===== config.mk =====
export PLATFORM = sky130hd
export DESIGN_NAME = hazard_ctrl
export DESIGN_NICKNAME = d
export VERILOG_FILES = /design/src/rtl/hazard_ctrl.sv
export SDC_FILE = /design/constraint.sdc
export NUM_CORES = 1
export LEC_CHECK = 0
export BUFFER_PORTS_ARGS = -buffer_cell sky130_fd_sc_hd__buf_2
export CORE_MARGIN = 2
export CORE_UTILIZATION = 50
export CTS_CLUSTER_DIAMETER = 120
export DETAILED_ROUTE_END_ITERATION = 7
export GPL_ROUTABILITY_DRIVEN = 0
export PLACE_DENSITY = 0.78
export REMOVE_ABC_BUFFERS = 1
export SETUP_SLACK_MARGIN = 0.4
export SLEW_MARGIN = 20
export SYNTH_ARGS = -nofsm -noshare
export SYNTH_HDL_FRONTEND = slang
export SYNTH_SLANG_ARGS = --single-unit

===== constraint.sdc =====
create_clock -name Clk -period 2.76 [get_ports Clk]
set_input_delay 0.552 -clock Clk [delete_from_list [all_inputs] [get_ports Clk]]
set_output_delay 0.552 -clock Clk [all_outputs]
set_load 0.01 [all_outputs]

===== src/rtl/hazard_ctrl.sv =====
// Load-use stall and forwarding control for a five-stage pipeline.
// Shadows the destination info of the EX and MEM instructions to detect hazards on ID sources.
module hazard_ctrl (
    input  logic        Clk,
    input  logic        Rst,
    input  logic [4:0]  Rs,
    input  logic [4:0]  Rt,
    input  logic        UseRs,
    input  logic        UseRt,
    input  logic        Wreg,
    input  logic        Reg2reg,
    input  logic [4:0]  Rd,
    input  logic        Flush,
    output logic        stall,
    output logic        We,
    output logic [1:0]  FwdA,
    output logic [1:0]  FwdB,
    output logic [15:0] StallCnt
);

    localparam logic [1:0] FWD_RF  = 2'b00;
    localparam logic [1:0] FWD_MEM = 2'b01;
    localparam logic [1:0] FWD_WB  = 2'b10;

    logic        e_wreg_q, e_wreg_d;
    logic        e_r2r_q,  e_r2r_d;
    logic [4:0]  e_rd_q,   e_rd_d;
    logic        m_wreg_q, m_wreg_d;
    logic        m_r2r_q,  m_r2r_d;
    logic [4:0]  m_rd_q,   m_rd_d;
    logic [15:0] stall_cnt_q, stall_cnt_d;

    logic [1:0][4:0] src;
    logic [1:0]      use_src;
    logic [1:0]      e_hit;
    logic [1:0]      m_hit;
    logic [1:0]      load_hit;
    logic [1:0][1:0] fwd;
    logic            kill_fwd;

    assign src     = {Rt, Rs};
    assign use_src = {UseRt, UseRs};

    // Fwd codes are meaningless while the ID instruction is bubbled, killed or in reset.
    assign kill_fwd = Rst | stall | Flush;

    genvar gi;
    generate
        for (gi = 0; gi < 2; gi++) begin : g_opnd
            assign e_hit[gi]    = e_wreg_q & (e_rd_q == src[gi]) & (|src[gi]);
            assign m_hit[gi]    = m_wreg_q & (m_rd_q == src[gi]) & (|src[gi]);
            assign load_hit[gi] = use_src[gi] & e_hit[gi] & ~e_r2r_q;
            assign fwd[gi] = kill_fwd                            ? FWD_RF  :
                             (use_src[gi] & e_hit[gi] & e_r2r_q) ? FWD_MEM :
                             m_hit[gi]                           ? FWD_WB  :
                                                                   FWD_RF;
        end
    endgenerate

    assign stall    = ~Rst & ~Flush & (|load_hit);
    assign We       = ~stall;
    assign FwdA     = fwd[0];
    assign FwdB     = fwd[1];
    assign StallCnt = stall_cnt_q;

    always_comb begin
        e_wreg_d    = Wreg;
        e_r2r_d     = Reg2reg;
        e_rd_d      = Rd;
        m_wreg_d    = e_wreg_q;
        m_r2r_d     = e_r2r_q;
        m_rd_d      = e_rd_q;
        stall_cnt_d = stall_cnt_q;
        if (stall && (stall_cnt_q != 16'hFFFF)) begin
            stall_cnt_d = stall_cnt_q + 16'd1;
        end
        if (stall || Flush) begin
            e_wreg_d = 1'b0;
            e_r2r_d  = 1'b1;
            e_rd_d   = 5'd0;
        end
        if (Rst) begin
            e_wreg_d    = 1'b0;
            e_r2r_d     = 1'b1;
            e_rd_d      = 5'd0;
            m_wreg_d    = 1'b0;
            m_r2r_d     = 1'b1;
            m_rd_d      = 5'd0;
            stall_cnt_d = 16'd0;
        end
    end

    always_ff @(posedge Clk) begin
        e_wreg_q    <= e_wreg_d;
        e_r2r_q     <= e_r2r_d;
        e_rd_q      <= e_rd_d;
        m_wreg_q    <= m_wreg_d;
        m_r2r_q     <= m_r2r_d;
        m_rd_q      <= m_rd_d;
        stall_cnt_q <= stall_cnt_d;
    end

endmodule


# ---- Yosys cells after proc, flatten, opt, wreduce, memory -nomap -nowiden
# Index checks and enable logic that the tools add are counted.
dict set report op_classes {
  n_addsub 1
  n_eq_ne 5
  muxes 6
  bitwise 22
  n_reduce_logical 6
}
# cell n
set op_table {}
lappend op_table {{$eq 5x5->1} 4}
lappend op_table {{$add 16x1->16 const B} 1}
lappend op_table {{$and 1x1->1} 16}
lappend op_table {{$ne 16x16->1 const B} 1}
lappend op_table {{$mux 2} 6}
lappend op_table {{$reduce_or 5->1} 2}
lappend op_table {{$not 1->1} 4}
lappend op_table {{$reduce_or 2->1} 2}
lappend op_table {{$or 1x1->1} 2}
lappend op_table {{$logic_and 1x1->1} 1}
lappend op_table {{$logic_or 1x1->1} 1}
dict set report totals {
  ff_bits 29
  inputBits 22
  out_inout_bits 22
  wordCells 46
}

# ---- Depth between registers and ports, before layout
# Gate-level depths: netlist of the first run.
dict set report logic_depth {
  ltp_word 10
  depth_mapped 8
  ltp_nobuf 7
}

# ---- Worst setup path after synthesis of the first run
# No wires, ideal clock.
dict set report synth_path {
  path_kind {in2out}
  from {input port Rt[1]}
  to {output port FwdA[1]}
  t_arrival_ns 1.957
  required_time_ns 2.208
  slack_ns 0.251
  stages 6
  n_path_buf 0
  path_cell_list {or4_1 nor2_1 nor3_2 o21a_2 nor3_1 and3_1}
}
dict set report synth_via {
  elab_chain_cells 10
  elab_cells_between_ends 11
}
# element line_no
set synth_rtl {}
lappend synth_rtl {{start: declaration} 7} ;# input logic [4:0] Rt,
lappend synth_rtl {{$eq 5x5->1} 50} ;# assign e_hit[gi] = e_wreg_q & (e_rd_q == src[gi]) & (|src[gi]);
lappend synth_rtl {{$and 1x1->1} 50}
lappend synth_rtl {{$and 1x1->1 (*)} 50}
lappend synth_rtl {{$and 1x1->1 (*) (2 in a row)} 52} ;# assign load_hit[gi] = use_src[gi] & e_hit[gi] & ~e_r2r_q;
lappend synth_rtl {{$reduce_or 2->1 (*)} 60} ;# assign stall = ~Rst & ~Flush & (|load_hit);
lappend synth_rtl {{$and 1x1->1 (*)} 60}
lappend synth_rtl {{net stall} 14} ;# output logic stall,
lappend synth_rtl {{$or 1x1->1 (*) (2 in a row)} 45} ;# assign kill_fwd = Rst | stall | Flush;
lappend synth_rtl {{$mux 2 (*)} 53} ;# assign fwd[gi] = kill_fwd ? FWD_RF :
lappend synth_rtl {{end: declaration} 16} ;# output logic [1:0] FwdA,
# The timed path passes the listed nets; every way through them passes the cells marked *.

# ---- Worst setup path after layout of the first run
dict set report layout_path {
  from {input port Rt[1]}
  to {output port FwdA[1]}
}
dict set report layout_via {
  elab_chain_cells 10
  elab_cells_between_ends 11
}
# element line_no
set layout_rtl {}
lappend layout_rtl {{$eq 5x5->1} 50}
lappend layout_rtl {{$and 1x1->1} 50}
lappend layout_rtl {{$and 1x1->1 (*)} 50}
lappend layout_rtl {{$and 1x1->1 (*) (2 in a row)} 52}
lappend layout_rtl {{$reduce_or 2->1 (*)} 60}
lappend layout_rtl {{$and 1x1->1 (*)} 60}
lappend layout_rtl {{$or 1x1->1 (*) (2 in a row)} 45}
lappend layout_rtl {{$mux 2 (*)} 53}
# Mark *: on every way between the ends. The rest lies on a longest branch, timed or not.

==> impl_metrics.toml, run 1 <==
[status]
status = "complete, no violations"

[global_routing]
antenna_found_initial = 0
grt_pass1_vias = 1389
grt_pass1_wl_mm = 6.06
grt_usage_pct = 23.9
grt-ovfl-total = 0
grt_max_degree = 26

[cts]
cts_sinks = 29
cts_htree_levels = 2
cts_made_buffers = 5
root_buffer = "clkbuf_4"
insertion_delay_ns = 0.33
clockBufferDepth = 2
cts_tree = "done"
clkTransAtPathRegs_ns = 0.09

[min_path]
whs_path_depth = 2
hp-class = "input port to register"
whs_endpoint = "e_r2r_q"
min_from = "Reg2reg"

[worst_setup_path]
r2r-start = "e_rd_q[1]"
critPathArrivalTime_ns = 2.06
r2r_cells = 10
crit_path_end_kind = "primary output"
crit_family = "simple AND/OR/NAND/NOR gates"
start_kind = "input port"
crit_type = "input port to primary output"
slowest_delay_ns = 0.55
r2r-end = "StallCnt[6]"
crit_chain = "buf_4 -> or4_4 -> nor2_4 -> nor3_2 -> o21a_2 -> nor3_4 -> and3_1 -> buf_2"
critPathSlowestCell = "or4_4"
path_buf_inv = 2
worstPathRequired_ns = 2.21
path_max_fanout = 3
rrSetupSlack_ns = 0.49

[timing]
max_freq_mhz = 383
tightest_slew_ns = 0.598
fin_crit_sh_pct = 94.6
hold_violations = 0
rsz0062_at_grt = "yes"
timing.slew.headroom_pct = 59.8
tns_ns = 0
finalSetupViolCount = 0
drv_slew = 0
min_period_ns = 2.61
final.setup_skew_ns = 0.00728

[synthesis]
ys_types = 36
yosysWarnings = 0
ys_seq_elements = 29
syn_inst = 165
synth_area_sq_um = 1470
synthTopCellsByArea = "dfxtp_1 (40%), xnor2_1 (8.4%), a21oi_1 (5.1%), and3_1 (4.7%), xor2_1 (4.2%)"
yosys.area.top_type_share_pct = 39.6
yosysSeqAreaShare_pct = 39.6
synth_edf_count = 0
postSynthAreaPerCell_sq_um = 8.89
async_flop_share_pct = 0
synth-main-ff-cell = "dfxtp_1"
synth_area_leader_cell = "dfxtp_1"

[drt]
drc_errors = 0
avgViaCountPerCell = 5.83
dr.pass1.iters = 4
drt_iter0_drc = 86
postRouteAntennaNets = 0
num_vias = 1470
wl_per_cell_microns = 14.8
totalWireLength_mm = 3.74

[floorplan]
ios = 44
die_h_microns = 58.2
core_sq_um = 2780
rows = 19
dieArea_sq_um = 3380
start_util_pct = 52.7
die_x_microns = 58.2

[final_layout]
fin_util_pct = 68.4
diodes = 0
area_growth_pct = 29.8
nets = 243
drive_gt1_share_pct = 33.0

[placement]
dp_hpwl_mm = 2.61
port_buffers = 43

[power]
cellPowerDensity_nw_per_um2 = 395
cellLeakagePower_nw = 0.774
vdd.ir_drop.worst_uv = 349

[run]
drv_cap = 0
sequential cells by signal, summed over array words and instances (netlist names):
name      cells
StallCnt     16
e_rd_q        5
m_rd_q        5
e_r2r_q       1
e_wreg_q      1
m_wreg_q      1
cells in the final DEF, fill, tap and decap left out, types with 2 or more instances in the layout:
cell / instances
nor4_1: 2
inv_1: 4
nand3_1: 10
nand2_1: 5
and3_1: 9
nand4_1: 5
dfxtp_1: 29
o31ai_1: 6
nor2_4: 2
or3_1: 9
nor3_4: 2
buf_4: 11
xnor2_1: 13
o21ai_1: 6
buf_6: 5
or4_4: 2
or4_1: 5
nor2_1: 4
a21oi_1: 15
xor2_1: 7
nor2b_1: 6
buf_2: 36
nor3_1: 3
clkinv_2: 2
and3_4: 2
clkbuf_4: 5
how the worst max path moves through the flow:
stage                     start      end  slack (ns)  cells after the start
after detailed placement  Rs[1]  FwdA[1]        0.02                      8
after global routing      Rs[1]  FwdA[1]        0.08                      8
after floorplan           Rt[1]  FwdA[1]        0.25                      6
final                     Rt[1]  FwdA[1]        0.15                      8
after CTS                 Rs[1]  FwdA[1]        0.18                      8
after global placement    Rs[1]  FwdB[1]        0.08                      8
routing by layer:
metal / vias to the layer above / GRT usage, % / wire length (microns)
met5: - / 0 / 0
met4: 0 / 10.3 / 42
met3: 4 / 7.59 / 243
met2: 54 / 39.3 / 1800
met1: 696 / 28.6 / 1650
li1: 716 / - / -
worst register-to-register path: stages, from the launching register on:
cell     delay [ns]
dfxtp_1        0.42
xnor2_2        0.14
nand4_1        0.19
nor3_4         0.18
o21a_2         0.20
buf_4          0.12
buf_6          0.11
inv_4          0.04
buf_4          0.16
or4_1          0.51
a21oi_1        0.14
power by group:
group	switching, W	leakage (nW)	internal [W]
Sequential	0.00000671	0.235	0.000425
Combinational	0.0000367	0.507	0.0000388
Clock	0.000148	0.0320	0.0000968
Total	0.000192	0.774	0.000560
layout make-up:
class / count / area (sq um)
fillers: 237 / 878
multi-input cells: 126 / 877
flip-flops and latches: 29 / 581
repair buffers: 53 / 334
clock buffers: 6 / 41.3
well taps: 31 / 38.8
inverters: 5 / 21.3
clock inverters: 2 / 10.0
synthesized netlist by cell type, types with 2 or more instances:
library cell and n:
a21oi_1 15, and3_1 11, clkbuf_1 3, dfxtp_1 29, inv_1 4, nand2_1 5, nand3_1 10, nand4_1 5
nor2_1 5, nor2b_1 6, nor3_1 4, nor4_1 2, o21ai_1 6, o31ai_1 6, or3_1 9, or4_1 6
xnor2_1 14, xor2_1 7
kinds of logic after synthesis:
logic type,after synthesis,synth area share (%)
AOI/OAI and AO/OA,32,13.1
and+or+nand+nor,71,29.9
buffers and inverters,10,3.33
adders and majority gates,1,0.853
muxes,1,0.683
DFF,29,39.6
xor gates and xnor gates,21,12.5
per-stage QoR:
stage	power, W	instances	setup WS, ns	instance area, sq um	hold WS, ns
6_report	0.000752	252	0.148	1900	0.422
3_5_place_dp	0.000505	239	0.0182	1730	0.482
3_3_place_gp	0.000501	239	0.0836	1730	0.483
4_1_cts	0.000756	252	0.176	1880	0.406
5_1_grt	0.000787	252	0.0779	1900	0.403
2_1_floorplan	0.000470	160	0.251	1440	0.457
what timing repair did:
| item | CTS | global route |
|---|---|---|
| pin swaps | 1 | 2 |
| setup endpoints to repair | 5 | 8 |
| hold buffers | 0 | 0 |
| setup buffers | 5 | 0 |
| resized for setup | 16 | 4 |
Note: power is estimated with default switching activity, not from simulation.
==> run 2: changes to the inputs <==
CORE_UTILIZATION = 54   (was 50)
PLACE_DENSITY = 0.83   (was 0.78)
clock period = 3.1 ns   (was 2.76 ns; I/O delays follow)
==> run 2 against run 1 <==
  * Clock-buffer cell count stayed put
  * Non-clock buffer count is 1 lower
  * Die area is 6.9% lower
  * Global-route usage is 2.0 points higher
  * Final area stayed put
  * Routed wire length is 4.6% higher
  * Final cell count is 0.79% lower
  * First-iteration DRC count is 30% lower
  * Largest power group unchanged
  * Power is 5.0% higher
  * Sequential share of layout area stayed put
==> impl_metrics.toml, run 2 (same netlist as run 1, synthesis figures left out) <==
[status]
status = "complete, no violations"

[worst_setup_path]
r2r_cells = 9
crit_path_end_kind = "primary output"
crit_type = "input port to primary output"
rrSetupSlack_ns = 0.80
crit_family = "simple AND/OR/NAND/NOR gates"
start_kind = "input port"
crit_chain = "buf_2 -> or4_4 -> nor2_4 -> buf_4 -> buf_4 -> nor4_1 -> nand3_1 -> a21oi_1 -> and3_1 -> buf_2"
worstPathRequired_ns = 2.48
path_max_fanout = 3
r2r-end = "StallCnt[6]"
slowest_delay_ns = 0.34
critPathArrivalTime_ns = 2.12
critPathSlowestCell = "nor4_1"
path_buf_inv = 4
r2r-start = "e_rd_q[2]"

[timing]
hold_violations = 0
max_freq_mhz = 364
drv_slew = 0
rsz0062_at_grt = "yes"
fin_crit_sh_pct = 88.5
min_period_ns = 2.74
finalSetupViolCount = 0
tns_ns = 0
final.setup_skew_ns = 0.0160
tightest_slew_ns = 0.627
timing.slew.headroom_pct = 57.8

[drt]
totalWireLength_mm = 3.92
postRouteAntennaNets = 0
drt_iter0_drc = 60
drc_errors = 0
wl_per_cell_microns = 15.7
dr.pass1.iters = 4
avgViaCountPerCell = 5.94
num_vias = 1486

[cts]
insertion_delay_ns = 0.34
clkTransAtPathRegs_ns = 0.11
cts_htree_levels = 2
root_buffer = "clkbuf_4"
cts_made_buffers = 5
clockBufferDepth = 2
cts_sinks = 29
cts_tree = "done"

[power]
intPower_w = 0.000605
total_power_w = 0.000789
comb_power_share_pct = 8.4
vdd.ir_drop.worst_uv = 449
cellPowerDensity_nw_per_um2 = 415
power_switching_w = 0.000185
cellLeakagePower_nw = 0.783
switching_share_pct = 23.4
seq_power_share_pct = 48.7
clockPowerShare_pct = 42.9

[final_layout]
largest_register_ffs = 16
nFillCells = 180
mostFrequentLayoutCells = "buf_2 (39), dfxtp_1 (29), a21oi_1 (15)"
nets = 242
multi_input_area_sq_um = 866
drive_gt1_share_pct = 31.8
diodes = 0
final_common_cell = "buf_2"
final_cells = 250
area_growth_pct = 29.8
seqCellArea_sq_um = 581

[run]
drv_cap = 0

[placement]
dp.cells = 236
port_buffers = 43
dp_hpwl_mm = 2.71

[floorplan]
start_util_pct = 58.1
core_sq_um = 2520
ios = 44
dieArea_sq_um = 3150
rows = 18
die_x_microns = 56.1
die_h_microns = 56.1

[min_path]
whs_path_depth = 2
min_from = "Reg2reg"
whs_endpoint = "e_r2r_q"
hp-class = "input port to register"

[global_routing]
grt_max_degree = 26
grt-ovfl-total = 0
grt_pass1_vias = 1348
grt_pass1_wl_mm = 6.23
grt_usage_pct = 25.9
antenna_found_initial = 0
[run 2: how the worst max path moves through the flow]
stage | slack [ns] | startpoint | to | depth (start not counted)
final | 0.36 | Rt[3] | FwdB[1] | 10
after global routing | 0.33 | Rt[3] | FwdB[1] | 10
after CTS | 0.29 | Rt[4] | FwdA[1] | 8
after detailed placement | 0.14 | Rt[1] | FwdA[1] | 8
after global placement | 0.24 | Rt[1] | FwdB[1] | 8
after floorplan | 0.45 | Rt[1] | FwdA[1] | 6
[run 2: power groups by stage]
| stage | logic, W | clock network, W | registers [W] |
|---|---|---|---|
| finish | 0.0000663 | 0.000338 | 0.000385 |
| global route | 0.0000711 | 0.000359 | 0.000385 |
| CTS | 0.0000641 | 0.000342 | 0.000384 |
| detailed placement | 0.0000560 | 0 | 0.000393 |
| global placement | 0.0000536 | 0 | 0.000392 |
| floorplan | 0.0000274 | 0 | 0.000391 |
[run 2: area by class of cell]
class | count | area share (%)
Clock inverter | 2 | 1.97
Inverter | 5 | 0.986
Clock buffer | 6 | 2.70
Multi-Input combinational cell | 126 | 45.5
Sequential cell | 29 | 30.5
Tap cell | 30 | 1.97
Timing Repair Buffer | 52 | 16.4
[run 2: timing repair]
action                     CTS  global route
pin swaps                   10             4
gates resized for setup     14             1
setup endpoints to repair    2             2
setup buffers                6             0
hold buffers                 0             0
[run 2: per-stage QoR]
step	hold WS, ns	worst slack, ns	area (sq um)	utilization [%]
6_report	0.456	0.355	1900	75.4
5_1_grt	0.443	0.328	1900	75.4
4_1_cts	0.451	0.291	1900	75.2
3_5_place_dp	0.485	0.136	1710	67.9
3_3_place_gp	0.482	0.236	1710	67.9
2_1_floorplan	0.457	0.455	1440	-
[run 2: layer usage]
layer / part of all wire, % / global-route usage [%] / routed length, microns / vias to the layer above
met5: 0 / 0 / 0 / -
met4: 1.8 / 10.2 / 70 / 0
met3: 7.3 / 8.14 / 285 / 9
met2: 50 / 44.7 / 1950 / 65
met1: 41 / 29.5 / 1610 / 694
li1: - / - / - / 718
==> run 3: changes to the inputs <==
CORE_UTILIZATION = 50   (was 54)
PLACE_DENSITY = 0.78   (was 0.83)
clock period = 2.8 ns   (was 3.1 ns; I/O delays follow)
==> run 3 against run 2 <==
  * Die area increased by 7.4%
  * Final area increased by 0.79%
  * Register-to-register slack got worse by 0.32 ns
  * Clock skew decreased by 0.0074 ns
  * Clock power decreased by 29%
==> impl_metrics.toml, run 3 (same netlist as run 1, synthesis figures left out) <==
[status]
status = "complete, no violations"

[global_routing]
grt_usage_pct = 23.4
grt_max_degree = 26
grt-ovfl-total = 0
grt_pass1_wl_mm = 6.04
grt_pass1_vias = 1380
antenna_found_initial = 0

[floorplan]
die_x_microns = 58.2
ios = 44
dieArea_sq_um = 3380
die_h_microns = 58.2
start_util_pct = 52.7
rows = 19
core_sq_um = 2780

[drt]
dr.pass1.iters = 4
drc_errors = 0
num_vias = 1489
totalWireLength_mm = 3.85
avgViaCountPerCell = 5.91
wl_per_cell_microns = 15.3
postRouteAntennaNets = 0
drt_iter0_drc = 66

[cts]
clkTransAtPathRegs_ns = 0.09
insertion_delay_ns = 0.33
cts_made_buffers = 5
clockBufferDepth = 2
hold_buffers = 0
cts_htree_levels = 2
cts_tree = "done"
root_buffer = "clkbuf_4"
cts_sinks = 29

[run]
drv_cap = 0

[timing]
final.setup_skew_ns = 0.00868
rsz0062_at_grt = "yes"
drv_slew = 0
tns_ns = 0
tightest_slew_ns = 0.610
timing.slew.headroom_pct = 59.0
min_period_ns = 2.61
max_freq_mhz = 384
fin_crit_sh_pct = 93.0
hold_violations = 0
finalSetupViolCount = 0

[final_layout]
mostFrequentLayoutCells = "buf_2 (37), dfxtp_1 (27), a21oi_1 (15)"
largest_register_ffs = 16
nets = 243
diodes = 0
nFillCells = 242
postLayoutCellArea_sq_um = 1920
seqCellArea_sq_um = 583
area_growth_pct = 30.8
multi_input_area_sq_um = 888
final_common_cell = "buf_2"
drive_gt1_share_pct = 33.9

[placement]
port_buffers = 43
placed_cell_area_sq_um = 1720
dp_hpwl_mm = 2.63

[worst_setup_path]
crit_type = "input port to primary output"
crit_path_end_kind = "primary output"
start_kind = "input port"
path_max_fanout = 3
rrSetupSlack_ns = 0.48
worstPathRequired_ns = 2.24
critPathArrivalTime_ns = 2.05

[min_path]
hp-class = "input port to register"

[power]
vdd.ir_drop.worst_uv = 420
cellPowerDensity_nw_per_um2 = 387
cellLeakagePower_nw = 0.798
## run 3: worst paths after layout
path | start | end | cells after the start
min reg2reg | e_rd_q[0] | m_rd_q[0] | 1
max | Rt[4] | FwdA[1] | 8
min | Wreg | e_wreg_q | 2
max reg2reg | e_rd_q[4] | StallCnt[6] | 10
## run 3: where the power goes
| group | switching, W | leakage [nW] | total (W) | internal (W) |
|---|---|---|---|---|
| registers | 0.00000695 | 0.236 | 0.000426 | 0.000419 |
| logic | 0.0000359 | 0.530 | 0.0000769 | 0.0000409 |
| clock network | 0.000145 | 0.0320 | 0.000240 | 0.0000954 |
| total | 0.000188 | 0.798 | 0.000743 | 0.000555 |
## run 3: per-layer routing
layer | global-route usage, % | share of wire (%)
met4 | 7.31 | 1.4
met1 | 28.5 | 41
met2 | 40.9 | 50
met3 | 5.13 | 7.6
met5 | 0 | 0
## run 3: what timing repair did
action                     CTS  global route
setup endpoints to repair    4             8
gates resized for setup     18             6
gates cloned                 0             0
pin swaps                   10             7
buffers inserted             6             0
## run 3: per-stage QoR
step / utilization (%) / setup slack, ns / hold WS [ns] / power (W) / instances
finish: 69.0 / 0.195 / 0.447 / 0.000743 / 252
global route: 69.0 / 0.129 / 0.427 / 0.000772 / 252
CTS: 67.8 / 0.126 / 0.426 / 0.000742 / 252
detailed placement: 61.9 / 0.000198 / 0.489 / 0.000497 / 238
global placement: 61.9 / 0.0841 / 0.482 / 0.000494 / 238
floorplan: - / 0.275 / 0.457 / 0.000463 / 160
## run 3: area by class of cell
| cell class | instances | area share [%] |
|---|---|---|
| inverters | 5 | 1.11 |
| repair buffers | 53 | 17.5 |
| well taps | 31 | 2.02 |
| clock inverters | 2 | 0.522 |
| clock buffers | 6 | 2.15 |
| flip-flops and latches | 29 | 30.4 |
| multi-input cells | 126 | 46.3 |
## run 3: worst max-delay path, stage by stage
cell and delay, ns:
buf_8 0.10, or4_4 0.53, nor2_4 0.14, nor3_4 0.05, o21a_2 0.24, nor3_4 0.13, and3_1 0.17, buf_2 0.13
